$ cat config.mk
export PLATFORM = sky130hd
export DESIGN_NAME = rf_wb_arbiter_flat
export DESIGN_NICKNAME = d
export VERILOG_FILES = /design/src/rtl/rf_wb_arbiter_if.sv /design/src/rtl/rf_wb_arbiter.sv /design/src/flat_wrapper.sv
export SDC_FILE = /design/constraint.sdc
export NUM_CORES = 1
export LEC_CHECK = 0
export CAP_MARGIN = 20
export CORE_ASPECT_RATIO = 0.9
export CORE_MARGIN = 2
export CORE_UTILIZATION = 59
export CTS_BUF_LIST = sky130_fd_sc_hd__clkbuf_2 sky130_fd_sc_hd__clkbuf_4 sky130_fd_sc_hd__clkbuf_8
export CTS_CLUSTER_DIAMETER = 120
export DETAILED_ROUTE_END_ITERATION = 8
export PLACE_DENSITY = 0.87
export SLEW_MARGIN = 20
export SYNTH_ARGS = -nofsm -noshare
export SYNTH_HDL_FRONTEND = slang
export SYNTH_SLANG_ARGS = --single-unit
$ cat constraint.sdc
create_clock -name clk -period 6.1 [get_ports clk]
set_clock_uncertainty 0.1 [all_clocks]
set_input_delay 1.22 -clock clk [delete_from_list [all_inputs] [get_ports clk]]
set_output_delay 1.22 -clock clk [all_outputs]
set_load 0.05 [all_outputs]
$ cat src/rtl/rf_wb_arbiter_if.sv
// Writeback bus between result producers and the register-file write port.
//   alu_*      : single-cycle ALU result handshake (valid/ready, addr, data)
//   mem_*      : variable-latency memory/multicycle result handshake
//   we/waddr/wdata : registered register-file write port
//   chk_addr/chk_pending : hazard query, present only with WB_PENDING_EN
// Modports: master = producers and register file side, slave = arbiter.
interface rf_wb_arbiter_if #(
  parameter int unsigned DATA_W = 32,
  parameter int unsigned ADDR_W = 5
);
  logic              alu_valid;
  logic              alu_ready;
  logic [ADDR_W-1:0] alu_waddr;
  logic [DATA_W-1:0] alu_wdata;
  logic              mem_valid;
  logic              mem_ready;
  logic [ADDR_W-1:0] mem_waddr;
  logic [DATA_W-1:0] mem_wdata;
  logic              we;
  logic [ADDR_W-1:0] waddr;
  logic [DATA_W-1:0] wdata;
`ifdef WB_PENDING_EN
  logic [ADDR_W-1:0] chk_addr;
  logic              chk_pending;
`endif

  modport master (
    output alu_valid, alu_waddr, alu_wdata,
    output mem_valid, mem_waddr, mem_wdata,
    input  alu_ready, mem_ready,
    input  we, waddr, wdata
`ifdef WB_PENDING_EN
    ,
    output chk_addr,
    input  chk_pending
`endif
  );

  modport slave (
    input  alu_valid, alu_waddr, alu_wdata,
    input  mem_valid, mem_waddr, mem_wdata,
    output alu_ready, mem_ready,
    output we, waddr, wdata
`ifdef WB_PENDING_EN
    ,
    input  chk_addr,
    output chk_pending
`endif
  );
endinterface

$ cat src/rtl/rf_wb_arbiter.sv
// Writeback arbiter for the register file's single write port.
// Merges ALU results (priority) and buffered memory results into one registered
// write per cycle; a starvation limiter stalls the ALU so the FIFO always drains.
// Writes to register 0 are filtered here.
// Ports:
//   clk  : clock, rising edge
//   rst  : synchronous active-high reset
//   bus  : rf_wb_arbiter_if.slave (ALU/mem handshakes, we/waddr/wdata,
//          optional chk_addr/chk_pending)
// Optional feature macro: WB_PENDING_EN (hazard query port and match logic).
module rf_wb_arbiter #(
  parameter int unsigned DATA_W       = 32,
  parameter int unsigned ADDR_W       = 5,
  parameter int unsigned FIFO_DEPTH   = 4,
  parameter int unsigned STARVE_LIMIT = 3
) (
  input  logic          clk,
  input  logic          rst,
  rf_wb_arbiter_if.slave bus
);
  localparam int unsigned PtrW = (FIFO_DEPTH > 1) ? $clog2(FIFO_DEPTH) : 1;
  localparam int unsigned CntW = $clog2(FIFO_DEPTH + 1);
  localparam int unsigned StW  = (STARVE_LIMIT > 0) ? $clog2(STARVE_LIMIT + 1) : 1;

  logic [ADDR_W-1:0] fifo_addr_q [FIFO_DEPTH];
  logic [DATA_W-1:0] fifo_data_q [FIFO_DEPTH];
  logic [PtrW-1:0]   rd_ptr_q, wr_ptr_q;
  logic [CntW-1:0]   count_q, count_d;
  logic [StW-1:0]    starve_q, starve_d;
  logic              we_q, we_d;
  logic [ADDR_W-1:0] waddr_q, waddr_d;
  logic [DATA_W-1:0] wdata_q, wdata_d;

  logic fifo_full, fifo_empty;
  logic alu_hs, mem_hs, push, pop;

  assign fifo_full  = (count_q == CntW'(FIFO_DEPTH));
  assign fifo_empty = (count_q == '0);

  // Readiness comes from registered state only; a same-cycle pop never frees a slot.
  assign bus.mem_ready = !rst && !fifo_full;
  assign bus.alu_ready = !rst && (starve_q != StW'(STARVE_LIMIT));

  assign alu_hs = bus.alu_valid && bus.alu_ready;
  assign mem_hs = bus.mem_valid && bus.mem_ready;
  // Results for register 0 complete the handshake but are dropped.
  assign push   = mem_hs && (bus.mem_waddr != '0);
  // Pop decision uses the registered count, so a fresh push is never fall-through.
  assign pop    = !rst && !alu_hs && !fifo_empty;

  always_comb begin
    we_d     = 1'b0;
    waddr_d  = waddr_q;
    wdata_d  = wdata_q;
    starve_d = starve_q;
    count_d  = count_q;

    if (alu_hs) begin
      we_d    = (bus.alu_waddr != '0);
      waddr_d = bus.alu_waddr;
      wdata_d = bus.alu_wdata;
    end else if (pop) begin
      we_d    = 1'b1;
      waddr_d = fifo_addr_q[rd_ptr_q];
      wdata_d = fifo_data_q[rd_ptr_q];
    end

    if (alu_hs && !fifo_empty) begin
      starve_d = starve_q + 1'b1;
    end else if (pop || fifo_empty) begin
      starve_d = '0;
    end

    case ({push, pop})
      2'b10:   count_d = count_q + 1'b1;
      2'b01:   count_d = count_q - 1'b1;
      default: count_d = count_q;
    endcase
  end

  always_ff @(posedge clk) begin
    if (rst) begin
      rd_ptr_q <= '0;
      wr_ptr_q <= '0;
      count_q  <= '0;
      starve_q <= '0;
      we_q     <= 1'b0;
      waddr_q  <= '0;
      wdata_q  <= '0;
    end else begin
      count_q  <= count_d;
      starve_q <= starve_d;
      we_q     <= we_d;
      waddr_q  <= waddr_d;
      wdata_q  <= wdata_d;
      if (push) begin
        wr_ptr_q <= wr_ptr_q + 1'b1;
      end
      if (pop) begin
        rd_ptr_q <= rd_ptr_q + 1'b1;
      end
    end
  end

  // Storage needs no reset: occupancy is tracked by count_q.
  always_ff @(posedge clk) begin
    if (!rst && push) begin
      fifo_addr_q[wr_ptr_q] <= bus.mem_waddr;
      fifo_data_q[wr_ptr_q] <= bus.mem_wdata;
    end
  end

  assign bus.we    = we_q;
  assign bus.waddr = waddr_q;
  assign bus.wdata = wdata_q;

`ifdef WB_PENDING_EN
  logic [PtrW-1:0] chk_idx;
  logic            chk_hit;

  // Walk entries from the head; only the first count_q slots hold live data.
  always_comb begin
    chk_hit = we_q && (waddr_q == bus.chk_addr);
    chk_idx = '0;
    for (int unsigned i = 0; i < FIFO_DEPTH; i++) begin
      chk_idx = rd_ptr_q + PtrW'(i);
      if ((CntW'(i) < count_q) && (fifo_addr_q[chk_idx] == bus.chk_addr)) begin
        chk_hit = 1'b1;
      end
    end
  end

  assign bus.chk_pending = !rst && (bus.chk_addr != '0) && chk_hit;
`endif
endmodule

$ cat src/flat_wrapper.sv
// flat-port wrapper written by rule: the top's interface ports become plain ports
module rf_wb_arbiter_flat 
#(
  parameter int unsigned DATA_W       = 32,
  parameter int unsigned ADDR_W       = 5,
  parameter int unsigned FIFO_DEPTH   = 4,
  parameter int unsigned STARVE_LIMIT = 3
)
  (clk, rst, bus_alu_valid, bus_alu_waddr, bus_alu_wdata, bus_mem_valid, bus_mem_waddr, bus_mem_wdata, bus_alu_ready, bus_mem_ready, bus_we, bus_waddr, bus_wdata);
  rf_wb_arbiter_if #(.DATA_W(DATA_W), .ADDR_W(ADDR_W)) bus_i ();
  input  logic clk;
  input  logic rst;
  input wire logic [$bits(bus_i.alu_valid)-1:0] bus_alu_valid;
  input wire logic [$bits(bus_i.alu_waddr)-1:0] bus_alu_waddr;
  input wire logic [$bits(bus_i.alu_wdata)-1:0] bus_alu_wdata;
  input wire logic [$bits(bus_i.mem_valid)-1:0] bus_mem_valid;
  input wire logic [$bits(bus_i.mem_waddr)-1:0] bus_mem_waddr;
  input wire logic [$bits(bus_i.mem_wdata)-1:0] bus_mem_wdata;
  output wire logic [$bits(bus_i.alu_ready)-1:0] bus_alu_ready;
  output wire logic [$bits(bus_i.mem_ready)-1:0] bus_mem_ready;
  output wire logic [$bits(bus_i.we)-1:0] bus_we;
  output wire logic [$bits(bus_i.waddr)-1:0] bus_waddr;
  output wire logic [$bits(bus_i.wdata)-1:0] bus_wdata;
  assign bus_i.alu_valid = bus_alu_valid;
  assign bus_i.alu_waddr = bus_alu_waddr;
  assign bus_i.alu_wdata = bus_alu_wdata;
  assign bus_i.mem_valid = bus_mem_valid;
  assign bus_i.mem_waddr = bus_mem_waddr;
  assign bus_i.mem_wdata = bus_mem_wdata;
  assign bus_alu_ready = bus_i.alu_ready;
  assign bus_mem_ready = bus_i.mem_ready;
  assign bus_we = bus_i.we;
  assign bus_waddr = bus_i.waddr;
  assign bus_wdata = bus_i.wdata;
  rf_wb_arbiter #(.DATA_W(DATA_W), .ADDR_W(ADDR_W), .FIFO_DEPTH(FIFO_DEPTH), .STARVE_LIMIT(STARVE_LIMIT)) u_core (.clk(clk), .rst(rst), .bus(bus_i));
endmodule
## Yosys cells after proc, flatten, opt, wreduce, memory -nomap -nowiden

Memories as Yosys holds them, arrays and structs flattened. A register that Yosys moved wholly into a read port is not among the register bits.
Cells that the tools add are included.

- Flip-flop bits (word level): 47
- Bits in writable memories: 148
- Output and inout port bits: 40
- Logic and storage cells: 53
- Memories: 2

- $add $sub $neg: 5
- Equality and inequality tests: 4
- Multiplexer cells: 15
- Reductions and logical operators: 20

Memory list:

| memory | depth | width | rd ports | clocked after memory_dff | wr ports | line | source |
|---|---|---|---|---|---|---|---|
| u_core.fifo_data_q | 4 | 32 | 1 | 1 | 1 | rf_wb_arbiter.sv:26 | `logic [DATA_W-1:0] fifo_data_q [FIFO_DEPTH];` |
| u_core.fifo_addr_q | 4 | 5 | 1 | 1 | 1 | rf_wb_arbiter.sv:25 | `logic [ADDR_W-1:0] fifo_addr_q [FIFO_DEPTH];` |

Operator list:

| kind | count |
|---|---|
| 32-bit two-way mux | 2 |
| 2-bit two-way mux | 6 |
| 5-bit two-way mux | 2 |
| 5-bit nonzero test | 2 |
| 1-bit logical AND | 9 |
| 2-bit by 1-bit adder with 2-bit output, second input constant | 3 |
| 3-bit case mux with 2 select lines | 1 |
| 2-bit nonzero test | 3 |
| 1-bit logical NOT | 4 |
| 1-bit two-way mux | 4 |
| 3-bit by 1-bit adder with 3-bit output, second input constant | 1 |
| 3-bit equality test, second input constant | 1 |
| 3-bit logical NOT | 1 |
| 3-bit by 1-bit subtractor with 3-bit output, second input constant | 1 |
| 2-bit by 1-bit equality test with 1-bit output, second input constant | 1 |
| 2-bit equality test, second input constant | 1 |
| 2-bit inequality test, second input constant | 1 |
| 1-bit logical OR | 1 |

## Depth between registers and ports, before layout

- Depth in word-level cells: 9
- Depth in mapped cells: 10
- Depth with buffers taken out: 10

## Least setup slack after synthesis

Ideal clock, no wire load.

- Path type: input to register
- From: input port rst
- To: memory u_core.fifo_addr_q[0][0], enable pin
- Library setup time: 0.398 ns
- Data arrival time: 3.583 ns
- Path slack: 2.020 ns
- Cell stages on the path: 4
- Path buffers: 1
- Cells stage by stage: clkbuf_1 -> a31oi_1 -> o211a_1 -> and2_1

- Longest elaborated chain between the ends: 7

RTL lines:

| item | line | source |
|---|---|---|
| from (decl) | flat_wrapper.sv:12 | `input logic rst;` |
| 1-bit logical NOT | rf_wb_arbiter.sv:41 | `assign bus.mem_ready = !rst && !fifo_full;` |
| 1-bit logical AND | rf_wb_arbiter.sv:41 |  |
| named net bus_mem_ready | flat_wrapper.sv:20 | `output wire logic [$bits(bus_i.mem_ready)-1:0] bus_mem_ready;` |
| 1-bit logical AND | rf_wb_arbiter.sv:45 | `assign mem_hs = bus.mem_valid && bus.mem_ready;` |
| 1-bit logical AND | rf_wb_arbiter.sv:47 | `assign push = mem_hs && (bus.mem_waddr != '0);` |
| 1-bit logical AND | rf_wb_arbiter.sv:107 | `if (!rst && push) begin` |
| 1-bit two-way mux | rf_wb_arbiter.sv:107 |  |
| 1-bit two-way mux (implied by the code) | rf_wb_arbiter.sv:108 | `fifo_addr_q[wr_ptr_q] <= bus.mem_waddr;` |
| to (decl) | rf_wb_arbiter.sv:25 |  |

The timed path passes the listed nets, and every way through them passes these cells.

## Final worst setup path

- From: input port rst
- To: output port bus_mem_ready

- Longest elaborated chain between the ends: 2

RTL lines:

| item | line |
|---|---|
| 1-bit logical NOT | rf_wb_arbiter.sv:41 |
| 1-bit logical AND | rf_wb_arbiter.sv:41 |
| to (decl) | flat_wrapper.sv:20 |

Every way passes these cells.

==> metrics.txt <==
Least-Margin Pin Slew=1058 ps; Worst slew margin=0.2944; die area=0.01322 mm^2; Hold Crit Class=flop to flop; Total Routing Usage GR=0.2243; most common cell in the netlist=edfxtp_1; grt total ovfl=0; crit-path max FO=13; Setup violations, final=0; final hold violation count=0; Post-Syn Nets=467; Max-Cap Viols=0; Routed Antenna Nets=0; drt via density=5.876; critical path class=input pin to primary output; crit path cell chain=clkdlybuf4s50_1, a31oi_1, clkdlybuf4s50_1; Die Width=121.0 um; area grow syn2layout=22.62%; Post-CTS Setup Bufs=0; Critical Path AT=3090 ps; Synth cell types=29; ANT cells=0; Seq/Total Area, Yosys=0.7466; core area=0.01203 mm^2; Post-Syn Area=0.007267 mm^2; Switching Share=0.2530; Sw Pwr=0.6968 mW; synth top area cells=edfxtp_1 61%, dfxtp_1 13%, mux4_2 11%; pwr/cell area=309.1 mW/mm^2; layout cells sized above 1=0.1523; Peak Freq=227.0 MHz; synth cell count leaders=148 x edfxtp_1, 49 x dfxtp_1, 43 x inv_1, 37 x a222oi_1, 37 x mux4_2; area leader, netlist=edfxtp_1; WL per Instance=20.77 um; Syn Area/Cell=19.02 um^2; Vias=3949; RSZ-0062 raised after global routing=false; CTS sink cnt=197; share of the synthesized area in the top cell type=0.6116; max-slew violation count=0; Worst VDD drop=0.2056 mV; worst skew pair latency=450 ps; Post-synth EDFFs=148; first-pass GRT wire length=21.23 mm; most common flop cell mapped by yosys=edfxtp_1; vias in the first global route=4135; Fin Hold WS=323.7 ps; Num CTS Buffers=17; crit path time final=4406 ps; CTS root buf=clkbuf_8; Sequential Power Share=0.561; Final Power=2.755 mW; die height=109.3 um; setup TNS=0 ps; fin worst setup slack=1694 ps; Clock Tree Buf Depth=2; dpl cell area=0.008537 mm^2; P_int=2.058 mW; fin crit share=0.7222; drt pass-1 iters=6; initial drt markers=449; initial cell density of the core=0.6041; CP Data Required Time=4780 ps; synth warn=0; critical path endpoint category=primary output; largest net degree at the start of global routing=40; Seq cells post-synth=197; status=complete, no violations; clock share of power=0.282; Setup WS pre-CTS=1711 ps; fin nets=584; total wire length=13.96 mm; fin area=0.008911 mm^2; Rows=38; CTS tree=built; fraction of registers with async set/reset=0; CTS clk-pin slew, worst paths=90 ps; Slowest-stage cell, CP=clkdlybuf4s50_1; Pleak=3.122 nW; initial antenna violation count=0; # hold bufs at CTS=0; Final Wtd Congestion=0.7397; Comb power frac=0.157; hpwl dp=8.655 mm; Critical Path Max Stage Delay=860 ps; Port Buffers=117; crit start category=input pin; htree depth=4; Residual DRC=0; post-cts resize count=0; io pins=118; Crit path top cell by count=clkdlybuf4s50_1; Mapped Cells=382
[per-stage QoR]
stage          std cells  utilization
5_1_grt              672       0.7408
4_1_cts              672       0.7408
3_5_place_dp         640       0.7097
3_3_place_gp         640       0.7097
6_report             672       0.7408
2_1_floorplan        382            -
[layout make-up]
cell class	instances	area, um^2
inverter	43	161.4
sequential	197	5428
multi-input combinational	121	1562
tap	160	200.2
timing repair buffer	119	1186
clock buffer	17	234.0
fill	691	3118
clock inverter	15	140.1
[cell families after synthesis]
logic type | Yosys count | share of synthesized area
flip-flops | 197 | 0.7466
buffers and inverters | 64 | 0.03943
AO/OA/AOI/OAI | 44 | 0.05665
multiplexers | 39 | 0.1176
AND/OR/NAND/NOR | 27 | 0.02187
adder cells (fa/ha/maj) | 7 | 0.01309
XOR/XNOR | 4 | 0.004820
[registers in the layout, indices dropped and copies added (netlist names), named ones only]
name	count
u_core.fifo_data_q	128
u_core.bus.wdata	32
u_core.fifo_addr_q	20
u_core.bus.waddr	5
u_core.count_q	3
u_core.rd_ptr_q	2
u_core.starve_q	2
u_core.wr_ptr_q	2
u_core.bus.we	1
[metal layers]
layer | global-route usage | vias to the layer above | share of wire
met5 | 0 | - | 0
met4 | 0.1055 | 0 | 0.020
met3 | 0.05544 | 23 | 0.074
met2 | 0.3888 | 176 | 0.52
met1 | 0.2667 | 1981 | 0.39
li1 | - | 1769 | -
[final timing paths]
path / startpoint / end / slack [ps] / cells past startpoint
max: rst / bus_mem_ready / 1690 / 3
min: u_core.starve_q[0] / u_core.starve_q[0] / 320 / 1
max reg2reg: u_core.count_q[0] / u_core.count_q[2] / 3090 / 8
min reg2reg: u_core.starve_q[0] / u_core.starve_q[0] / 320 / 1
[power by group through the flow]
| stage | logic, mW | registers (mW) | clock network [mW] |
|---|---|---|---|
| after floorplan | 0.185 | 1.67 | 0 |
| after global routing | 0.460 | 1.55 | 0.843 |
| after global placement | 0.426 | 1.57 | 0 |
| final | 0.433 | 1.54 | 0.777 |
| after detailed placement | 0.436 | 1.58 | 0 |
| after CTS | 0.438 | 1.54 | 0.790 |
[cells in the final DEF, fill, tap and decap left out, types with 2 or more instances in the layout]
master and instances:
mux4_2 37, clkinv_1 2, a222oi_1 37, buf_4 2, clkinvlp_4 4, xor2_1 4, ha_1 6, clkinv_4 2
nor2_1 9, nand2b_1 2, clkbuf_8 17, clkdlybuf4s50_1 117, inv_1 43, dfxtp_2 2, a21oi_1 3, and2_2 5
or3_1 2, edfxtp_1 148, o21ai_0 2, or4_1 2, dfxtp_1 47, clkinv_2 5, nand2_1 2, bufinv_16 2
[worst max-delay path, delay by kind of cell]
family          cells  cell delay, ps
buf+inv             2            1520
compound gates      1             350
Note: power is estimated with default switching activity, not from simulation.
==> RTL edit, RTL diff (same settings) <==
Take the reset off `wdata_q` and load it in a clocked block of its own.
--- a/src/rtl/rf_wb_arbiter.sv
+++ b/src/rtl/rf_wb_arbiter.sv
@@ -86,13 +86,11 @@
       starve_q <= '0;
       we_q     <= 1'b0;
       waddr_q  <= '0;
-      wdata_q  <= '0;
     end else begin
       count_q  <= count_d;
       starve_q <= starve_d;
       we_q     <= we_d;
       waddr_q  <= waddr_d;
-      wdata_q  <= wdata_d;
       if (push) begin
         wr_ptr_q <= wr_ptr_q + 1'b1;
       end
@@ -100,6 +98,10 @@
         rd_ptr_q <= rd_ptr_q + 1'b1;
       end
     end
+  end
+
+  always_ff @(posedge clk) begin
+    wdata_q <= wdata_d;
   end
 
   // Storage needs no reset: occupancy is tracked by count_q.
Behaviour: differs if rst is asserted again (counterexample within 4 cycles, from zero or initial values and one cycle with rst high); with rst held inactive, the same outputs for 10 cycles.
==> RTL edit against the original RTL <==
Fmax down 5.5%. Sequential cell count did not move. Worst setup slack worse by 0.26 ns. Cell area increased by 3.5%. First-iteration DRC count fell by 40%. Sequential share of layout area rose by 1.4 points. Wire length increased by 0.69%. Area after synthesis up 3.3%. Synthesized cell count is 8.1% higher. Power increased by 13%. Critical path type unchanged. Critical endpoint unchanged. Largest power group unchanged.
==> RTL edit: results <==
{
  "syn_inst": 413,
  "nets": 619,
  "insertedDiodeCount": 0,
  "dpl_cell_area_um2": 8840,
  "drive_above_1_share_pct": 15.7,
  "grt_first_pass_wirelength_um": 21300,
  "wl_per_cell_um": 19.8,
  "critPathMaxFanout": 18,
  "drt_wl_total_um": 14100,
  "synthAdderAreaFrac_pct": 1.27,
  "synthMuxAreaShare_pct": 12.2,
  "grt_start_max_net_pins": 47,
  "yosysSeqAreaShare_pct": 76.6,
  "critical_path_arrival_ns": 3.34,
  "yosys-top-cells-area": "edfxtp_1 (72%), mux4_2 (11%), nand2_1 (5.0%)",
  "dr.pass1.iters": 5,
  "cp_top_family": "buffers and inverters",
  "switching_share_pct": 27.2,
  "synth_edf_count": 180,
  "nFillCells": 749,
  "yosys_most_used_dff": "edfxtp_1",
  "gr-usage-all-layers_pct": 21.7,
  "hold_class": "reg -> reg",
  "place_ws_ns": 1.48,
  "synth_warnings": 0,
  "grt_pass1_vias": 4089,
  "synth_xor_area_share_pct": 0.350,
  "synth_compound_area_share_pct": 1.13,
  "crit_slowest_cell": "clkdlybuf4s50_1",
  "cts_inserted_buffers": 17,
  "post_cts_resized": 0,
  "syn-num-nets": 498,
  "dp_hpwl_um": 8670,
  "largest-register": "u_core.fifo_data_q",
  "tightest_slew_ns": 1.03,
  "viasPerCell": 5.57,
  "drtIter0Drc": 271,
  "clk_pin_slew_ns": 0.08,
  "status": "complete, no violations",
  "gp_congestion": 0.701,
  "leakagePower_nw": 3.15,
  "dp_cells": 679,
  "async_flop_share_pct": 0,
  "cpPeakStageDelay_ns": 0.88,
  "ys_types": 31,
  "vdd_drop_max_uv": 304,
  "synthTopCellsByCount": "edfxtp_1 (180), nand2_1 (99), mux4_2 (37)"
}
==> RTL edit: cell families after synthesis <==
group,after synthesis
xor+xnor,3
buf+inv,24
simple gates,126
mux,45
compound gates,11
flops,197
fa+ha+maj,7
==> RTL edit: power by group through the flow <==
stage	Combinational (mW)	Clock, mW	Sequential [mW]
floorplan	0.284	0	1.85
global placement	0.670	0	1.68
detailed placement	0.689	0	1.68
CTS	0.692	0.803	1.65
global route	0.727	0.850	1.66
finish	0.683	0.790	1.65
==> RTL edit: worst paths after layout <==
path	start	end	slack (ns)	cells past startpoint
hold reg to reg	u_core.starve_q[0]	u_core.starve_q[0]	0.37	1
setup / recovery	rst	bus_mem_ready	1.44	3
hold / removal	u_core.starve_q[0]	u_core.starve_q[0]	0.37	1
setup reg to reg	u_core.starve_q[0]	u_core.count_q[2]	3.29	10
==> RTL edit: cell type report <==
class / count / share of cell area [%]
multi-input combinational: 192 / 18.1
clock inverter: 4 / 0.516
tap: 164 / 2.23
inverter: 6 / 0.244
sequential: 197 / 62.4
clock buffer: 28 / 3.64
timing repair buffer: 120 / 12.9
==> RTL edit: per-layer routing <==
| layer | vias up | global-route usage, % | routed length [um] |
|---|---|---|---|
| li1 | 1808 | - | - |
| met1 | 1994 | 28.2 | 5640 |
| met2 | 136 | 35.7 | 7200 |
| met3 | 21 | 5.81 | 957 |
| met4 | 0 | 7.28 | 254 |
| met5 | - | 0 | 0 |
==> RTL edit: metrics by stage <==
stage | total power [mW] | util (%)
6_report | 3.13 | 73.5
5_1_grt | 3.24 | 73.5
4_1_cts | 3.15 | 73.5
3_5_place_dp | 2.37 | 70.5
3_3_place_gp | 2.35 | 70.5
2_1_floorplan | 2.14 | -
